<file path="config.mk">
export PLATFORM = sky130hd
export DESIGN_NAME = filter_seq_ctrl
export DESIGN_NICKNAME = d
export VERILOG_FILES = /design/src/rtl/filter_pkg.sv /design/src/rtl/sample_tick_gen.sv /design/src/rtl/filter_seq_ctrl.sv
export SDC_FILE = /design/constraint.sdc
export NUM_CORES = 1
export LEC_CHECK = 0
export CORE_ASPECT_RATIO = 0.75
export CORE_MARGIN = 10
export CORE_UTILIZATION = 49
export CTS_CLUSTER_SIZE = 25
export DETAILED_ROUTE_END_ITERATION = 6
export PLACE_DENSITY = 0.8
export SETUP_SLACK_MARGIN = 0.05
export SLEW_MARGIN = 0
export SYNTH_ARGS = -nofsm -noshare
export SYNTH_HDL_FRONTEND = slang
export SYNTH_HIERARCHICAL = 1
export SYNTH_SLANG_ARGS = --single-unit
</file>
<file path="constraint.sdc">
create_clock -name clk -period 2.36 [get_ports clk]
set_clock_uncertainty 0.15 [all_clocks]
set_input_delay 0.472 -clock clk [delete_from_list [all_inputs] [get_ports clk]]
set_output_delay 0.472 -clock clk [all_outputs]
set_load 0.01 [all_outputs]
</file>
<file path="src/rtl/filter_pkg.sv">
// rtl/filter_pkg.sv - coefficient addresses, sequencer state encoding and channel slice helper
`ifndef FILTER_PKG_SV
`define FILTER_PKG_SV

`define FLT_SLICE(vec, idx, w) vec[(idx)*(w) +: (w)]

package filter_pkg;

  localparam logic [2:0] COEF_A0  = 3'd0;
  localparam logic [2:0] COEF_A1  = 3'd1;
  localparam logic [2:0] COEF_A2  = 3'd2;
  localparam logic [2:0] COEF_B0  = 3'd3;
  localparam logic [2:0] COEF_B1  = 3'd4;
  localparam int         NUM_COEF = 5;

  typedef enum logic [1:0] {
    ST_IDLE  = 2'd0,
    ST_FIRE  = 2'd1,
    ST_WAIT  = 2'd2,
    ST_DRAIN = 2'd3
  } state_e;

endpackage

`endif

</file>
<file path="src/rtl/sample_tick_gen.sv">
// rtl/sample_tick_gen.sv - programmable sample divider producing a registered one-cycle tick
module sample_tick_gen #(
  parameter int DIV_W = 16
) (
  input  logic             clk,
  input  logic             rst_n,
  input  logic             i_clr,
  input  logic [DIV_W-1:0] i_div,
  output logic             o_tick
);

  logic [DIV_W-1:0] r_cnt;
  logic             r_tick;

  // A shrunk divisor below the running count restarts the count without ticking.
  always_ff @(posedge clk) begin
    if (!rst_n || i_clr || i_div == '0) begin
      r_cnt  <= '0;
      r_tick <= 1'b0;
    end else if (r_cnt == i_div) begin
      r_cnt  <= '0;
      r_tick <= 1'b1;
    end else if (r_cnt > i_div) begin
      r_cnt  <= '0;
      r_tick <= 1'b0;
    end else begin
      r_cnt  <= r_cnt + DIV_W'(1);
      r_tick <= 1'b0;
    end
  end

  assign o_tick = r_tick;

endmodule

</file>
<file path="src/rtl/filter_seq_ctrl.sv">
// rtl/filter_seq_ctrl.sv - filter bank sequencer: tick snapshot, fire, latency wait, result drain, coefficient bank
import filter_pkg::*;

module filter_seq_ctrl #(
  parameter int N     = 16,
  parameter int NCH   = 4,
  parameter int CHW   = 2,
  parameter int LAT   = 2,
  parameter int DIV_W = 16
) (
  input  logic             clk,
  input  logic             rst_n,
  input  logic             clr,
  input  logic [DIV_W-1:0] sample_div,
  input  logic [NCH-1:0]   ch_enable,
  input  logic [NCH*N-1:0] x_in,
  input  logic             cfg_we,
  input  logic [2:0]       cfg_addr,
  input  logic [N-1:0]     cfg_wdata,
  input  logic             cfg_commit,
  input  logic [NCH*N-1:0] flt_y,
  output logic             flt_rst,
  output logic [NCH-1:0]   flt_en,
  output logic [NCH*N-1:0] flt_x,
  output logic [N-1:0]     flt_a0,
  output logic [N-1:0]     flt_a1,
  output logic [N-1:0]     flt_a2,
  output logic [N-1:0]     flt_b0,
  output logic [N-1:0]     flt_b1,
  output logic             res_valid,
  input  logic             res_ready,
  output logic [N-1:0]     res_data,
  output logic [CHW-1:0]   res_ch,
  output logic             busy,
  output logic             overrun,
  input  logic             overrun_clr
);

  localparam int WCW = (LAT > 1) ? $clog2(LAT) : 1;

  state_e           r_state;
  state_e           w_next;
  logic             w_tick;
  logic             w_apply;
  logic [CHW-1:0]   w_ch;
  logic [NCH-1:0]   w_pend_next;
  logic [NCH-1:0]   r_en_snap;
  logic [NCH-1:0]   r_pend;
  logic [NCH*N-1:0] r_x;
  logic [NCH*N-1:0] r_y;
  logic [WCW-1:0]   r_wait;
  logic [N-1:0]     r_shadow [NUM_COEF];
  logic [N-1:0]     r_active [NUM_COEF];
  logic             r_commit_pend;
  logic             r_flt_rst;
  logic             r_overrun;

  sample_tick_gen #(.DIV_W(DIV_W)) u_tick (
    .clk    (clk),
    .rst_n  (rst_n),
    .i_clr  (clr),
    .i_div  (sample_div),
    .o_tick (w_tick)
  );

  // r_pend holds the channels still to drain; the lowest one is presented.
  always_comb begin
    w_ch = '0;
    for (int i = NCH - 1; i >= 0; i--) begin
      if (r_pend[i]) w_ch = CHW'(i);
    end
    w_pend_next = r_pend & ~(NCH'(1) << w_ch);
  end

  assign w_apply = (r_state == ST_IDLE) && w_tick && r_commit_pend && !clr;

  always_ff @(posedge clk) begin
    if (!rst_n) r_state <= ST_IDLE;
    else        r_state <= w_next;
  end

  always_comb begin
    w_next = r_state;
    case (r_state)
      ST_IDLE:  if (w_tick && ch_enable != '0) w_next = ST_FIRE;
      ST_FIRE:  w_next = ST_WAIT;
      ST_WAIT:  if (r_wait == '0) w_next = ST_DRAIN;
      ST_DRAIN: if (res_ready && w_pend_next == '0) w_next = ST_IDLE;
      default:  w_next = ST_IDLE;
    endcase
    if (clr) w_next = ST_IDLE;
  end

  always_ff @(posedge clk) begin
    if (!rst_n) begin
      r_flt_rst     <= 1'b1;
      r_en_snap     <= '0;
      r_pend        <= '0;
      r_x           <= '0;
      r_y           <= '0;
      r_wait        <= '0;
      r_commit_pend <= 1'b0;
      r_overrun     <= 1'b0;
      for (int i = 0; i < NUM_COEF; i++) begin
        r_shadow[i] <= '0;
        r_active[i] <= '0;
      end
    end else begin
      r_flt_rst <= clr;
      if (cfg_we && cfg_addr <= COEF_B1) r_shadow[cfg_addr] <= cfg_wdata;
      // A commit landing on the applying tick re-arms for the next one.
      r_commit_pend <= cfg_commit | (r_commit_pend & ~w_apply);
      if (w_apply) r_active <= r_shadow;
      if (w_tick && r_state != ST_IDLE) r_overrun <= 1'b1;
      else if (overrun_clr)             r_overrun <= 1'b0;
      if (!clr) begin
        case (r_state)
          ST_IDLE: if (w_tick) begin
            r_x       <= x_in;
            r_en_snap <= ch_enable;
          end
          ST_FIRE: r_wait <= WCW'(LAT - 1);
          ST_WAIT: if (r_wait == '0) begin
            r_y    <= flt_y;
            r_pend <= r_en_snap;
          end else begin
            r_wait <= r_wait - WCW'(1);
          end
          ST_DRAIN: if (res_ready) r_pend <= w_pend_next;
          default: ;
        endcase
      end
    end
  end

  assign flt_rst   = r_flt_rst;
  assign flt_en    = (r_state == ST_FIRE) ? r_en_snap : '0;
  assign flt_x     = r_x;
  assign flt_a0    = r_active[COEF_A0];
  assign flt_a1    = r_active[COEF_A1];
  assign flt_a2    = r_active[COEF_A2];
  assign flt_b0    = r_active[COEF_B0];
  assign flt_b1    = r_active[COEF_B1];
  assign res_valid = (r_state == ST_DRAIN);
  assign res_data  = `FLT_SLICE(r_y, w_ch, N);
  assign res_ch    = w_ch;
  assign busy      = (r_state != ST_IDLE);
  assign overrun   = r_overrun;

endmodule
</file>
# == Word-level counts from Yosys, hierarchy flattened ==
# Cells that the tools add are included.
# classes
add_sub_neg,2
order_cmp,4
n_eq_ne,8
n_shift,2
mux,20
bitwise_logic,9
reduce_logical,27
# op_table
op,n
80-bit bitwise mux,1
64-bit by 7-bit variable part select with 16-bit output,1
16-bit demux with 3-bit select,1
"16-bit by 1-bit adder with 16-bit output, second input constant",1
16-bit equality test,1
16-bit greater-than comparator,1
16-bit zero test,1
16-bit 2-to-1 mux,1
2-bit 2-to-1 mux,7
4-bit 2-to-1 mux,3
3-bit AND reduction,3
1-bit logical AND,8
2-bit one-hot mux with 4 select lines,1
4-bit one-hot mux with 2 select lines,1
2-bit nonzero test,4
"2-bit by 1-bit != test with 1-bit output, second input constant",3
4-bit AND,1
"2-bit equality test, second input constant",2
"4-bit >= comparator, second input constant",1
4-bit zero test,1
"4-bit by 1-bit less-than comparator with 1-bit output, second input constant",1
1-bit 2-to-1 mux,4
1-bit NOT,4
3-bit NOT with 4-bit output,1
17 further kinds,19
# totals
ff_bits,319
out_inout_bits,170

# == Depth between registers and ports, before layout ==
# logic_depth
ltp_word,11
ltp_mapped,9

# == Modules after synthesis ==
# The synthesis kept the hierarchy.
# by_module_without_submodules
module,n_inst,cells_per_inst,area_per_inst_um2,seq_area_each_um2
filter_seq_ctrl,1,1413,11888.9,6045.8
sample_tick_gen,1,138,1142.3,340.3

# == Worst setup path before layout ==
# No wires, ideal clock.
# synth_timing
path_kind,register -> output
start,register r_pend[2]
end,output res_data[12]
t_arrival_ns,1.330
path_slack_ns,0.408
stages_incl_launch_ff,7
path_buffers,2
path_cell_list,dfxtp_1 buf_6 inv_1 nor2_1 buf_2 a22oi_1 o21ai_0
# synth_via
elab_chain_cells,4
# synth_rtl
element,line,rtl
"start, declared",filter_seq_ctrl.sv:48,logic [NCH-1:0] r_pend;
"start signal, assigned",filter_seq_ctrl.sv:125,r_pend <= r_en_snap;
"start signal, assigned",filter_seq_ctrl.sv:129,ST_DRAIN: if (res_ready) r_pend <= w_pend_next;
2-bit 2-to-1 mux (3 in a row),filter_seq_ctrl.sv:70,if (r_pend[i]) w_ch = CHW'(i);
64-bit by 7-bit variable part select with 16-bit output (no source line),n/a,
"end, declared",filter_seq_ctrl.sv:32,"output logic [N-1:0] res_data,"
# Every way passes these cells.

# == Worst setup path after layout ==
# layout_timing
start,register r_pend[2]
end,output res_data[13]
# The elaborated chain is that of the path after synthesis.

==> results.txt <==
Max-cap check violation count - 0
Switching share of power - 20.97%
Largest net degree at the start of global routing - 206
Vias per cell - 5.196
Placed Instances - 2173
Initial core utilization - 49.93%
CP Capture Type - output port
CP startpoint kind - register
R2R cell count - 7
Critical Path, Cell by Cell - nor4b_4 > buf_6 > buf_12 > buf_12 > a22oi_2 > o21ai_1 > buf_2
FF/Latch Area - 6397 µm²
Top_reg_cell synth - dfxtp_1
Final Max Tran Viols - 0
P_int - 9.003 mW
Post-route cell area - 18020 µm²
Row count - 51
Tightest Pin Transition - 0.8102 ns
RSZ-0062 raised after global routing - yes
Slowest stage delay, CP - 0.36 ns
First-pass GRT wire length - 64140 µm
Die width - 208.3 µm
Final GP Congestion - 0.9000
Violated checks - setup timing
Synth cell count leaders - nand2_1, dfxtp_1, a21boi_0, a21boi_1, clkbuf_1
Seq pwr share - 47.7%
CTS tree - done
DRC Markers - 0
CP max stage cell - dfxtp_4
H-tree Lvls - 1
Area Growth Syn to Fin - 38.29%
Net switching power - 2.389 mW
Iter 0 DRT Violations - 990
Final Power - 11.39 mW
Status - finished, violations left
Worst EP arrival - 1.90 ns
Via count of the first global-routing pass - 11460
CTS max path bufs - 3
Cell count after synthesis - 1551
DP Area - 16760 µm²
EDFF count, synth - 0
CP endpoint - res_data[13]
Logic pwr share - 5.4%
Synthesized area - 13030 µm²
Yosys top cell by area - dfxtp_1
Max FO, Critical Path - 7
Root Buffer Master - clkbuf_16
Port bufs - 343
Initial antenna violation count - 0
Worst r2r src - u_tick/r_cnt[6]
Final setup fails - 16
Antenna cells - 0
Gr ovfl total - 0
Post-Syn Area per Cell - 8.402 µm²
Top-count cell post-synth - nand2_1
Final period utilization - 106.9%
Clk sinks - 319
CP required - 1.74 ns
Leakage power of the design - 6.309 nW
Hold slack - 0.2983 ns
Post-synthesis sequential area ratio - 49.01%
Ports - 344
Net Count, Synth - 1747
Critical path class - register to output port
Multi-input gate area - 6031 µm²
Worst skew pair latency - 0.55 ns
Hold Fails Final Rpt - 0
Die Ht - 161.2 µm
Final worst setup slack - -0.1623 ns
TritonRoute pass-1 iters - 5
Hpwl dp - 28810 µm
Non-Filler Instances - 2242
Clock Pin Slew Worst Setup and Hold Paths - 0.06 ns
Layout cells sized above 1 - 8.483%
TritonCTS buffer count - 31
Worst r2r dst - u_tick/r_cnt[4]
#FFs+latches synth - 319
CP most frequent cell - buf_12
Drt wl/cell - 18.16 µm
Final min period - 2.522 ns
Tot GR Track Use - 23.16%
Final wirelength - 40710 µm
PD cells - 632.1 nW/µm²
Max IR drop VDD - 682.5 µV
Nets@finish - 2070
Routed Antenna Nets - 0
Vias - 11650
Post-synth top area share - 49.01%
Fmax achieved - 396.5 MHz
Yosys warns - 6
Worst setup path start - r_pend[2]
Total Neg Setup Slack - -1.714 ns
Top post-synthesis cells by area - dfxtp_1, nand2_1, a21boi_0
Clock network power share - 47.0%
Die ar. - 33590 µm²
Internal reg-to-reg setup slack - 0.35 ns
Post-synth cell types - 54
Max_slew headroom - 45.99%
Core area - 26100 µm²
Filler cell count - 2113
Synth async-reset ratio - 0%
Hold Path Class - register to register
[state kept, by name, summed over array words and instances, names as in the netlist, 16 cells and up]
| signal | cells |
|---|---|
| flt_a0 | 16 |
| flt_a1 | 16 |
| flt_a2 | 16 |
| flt_b0 | 16 |
| flt_b1 | 16 |
| flt_x | 64 |
| r_shadow | 80 |
| r_y | 64 |
| u_tick/r_cnt | 16 |
[worst min path at each step]
| stage | from | to | slack, ns | cells past startpoint |
|---|---|---|---|---|
| after floorplan | r_shadow[64] | flt_a0[0] | 0.28 | 2 |
| after global placement | r_shadow[65] | flt_a0[1] | 0.29 | 2 |
| after detailed placement | r_shadow[77] | flt_a0[13] | 0.29 | 2 |
| after CTS | x_in[3] | flt_x[3] | 0.30 | 3 |
| after global routing | r_shadow[77] | flt_a0[13] | 0.32 | 2 |
| final | r_shadow[13] | flt_b1[13] | 0.30 | 2 |
[power by group through the flow]
stage	Combinational, mW	Sequential (mW)	Clock, mW
4_1_cts	0.607	5.43	5.45
2_1_floorplan	0.203	5.55	0
6_report	0.610	5.43	5.35
3_5_place_dp	0.601	5.56	0
5_1_grt	0.650	5.43	5.68
3_3_place_gp	0.597	5.55	0
[critical path, delay by kind of cell, from the launching register on]
family / cells / cell delay, ns
buffers and inverters: 4 / 0.55
flip-flops: 1 / 0.36
AND/OR/NAND/NOR: 1 / 0.28
AO/OA/AOI/OAI: 2 / 0.15
[metal layers]
layer | vias up | track usage, % | wire length (µm)
met5 | - | 0 | 0
met4 | 0 | 5.258 | 877
met3 | 57 | 6.957 | 3552
met2 | 350 | 37.70 | 18660
met1 | 5508 | 29.58 | 17620
li1 | 5734 | - | -
[through the flow]
stage	util [%]	worst slack (ns)
6_report	69.05	-0.1623
2_1_floorplan	-	0.4084
4_1_cts	68.91	-0.1849
3_5_place_dp	64.21	-0.1467
3_3_place_gp	64.21	-0.09708
5_1_grt	69.05	-0.2497
[placed cells by master, fill, tap and decap left out, types with 12 or more instances in the layout]
master             n
a21boi_1         106
o21ai_1           15
a22oi_1           23
nor2_1            24
inv_1             26
buf_4             34
dfxtp_1          314
ha_1              20
clkdlybuf4s50_1  318
buf_2             16
nand2_1          599
clkbuf_16         31
a21boi_0         189
buf_12            12
[logic make-up after synthesis]
family,count (synthesis),share of synthesized area (%)
and+or+nand+nor,688,21.51
AOI/OAI and AO/OA,372,20.85
DFF,319,49.01
buffers and inverters,133,5.338
adders and majority gates,23,2.199
xor gates and xnor gates,14,0.9409
muxes,2,0.1536
[area by class of cell]
| cell class | count | area share (%) |
|---|---|---|
| Sequential cell | 319 | 35.50 |
| Multi-Input combinational cell | 1099 | 33.47 |
| Timing Repair Buffer | 397 | 21.88 |
| Clock buffer | 41 | 4.957 |
| Tap cell | 344 | 2.388 |
| Clock inverter | 16 | 1.264 |
| Inverter | 26 | 0.5416 |
[timing repair]
item,in CTS,in global routing
resized for setup,126,6
setup endpoints to repair,24,19
endpoints found under the hold margin,1,0
pin swaps,10,0
cloned,2,0
hold buffers,1,0
buffers inserted,6,3
No activity file was read; power rests on OpenSTA's default activity.
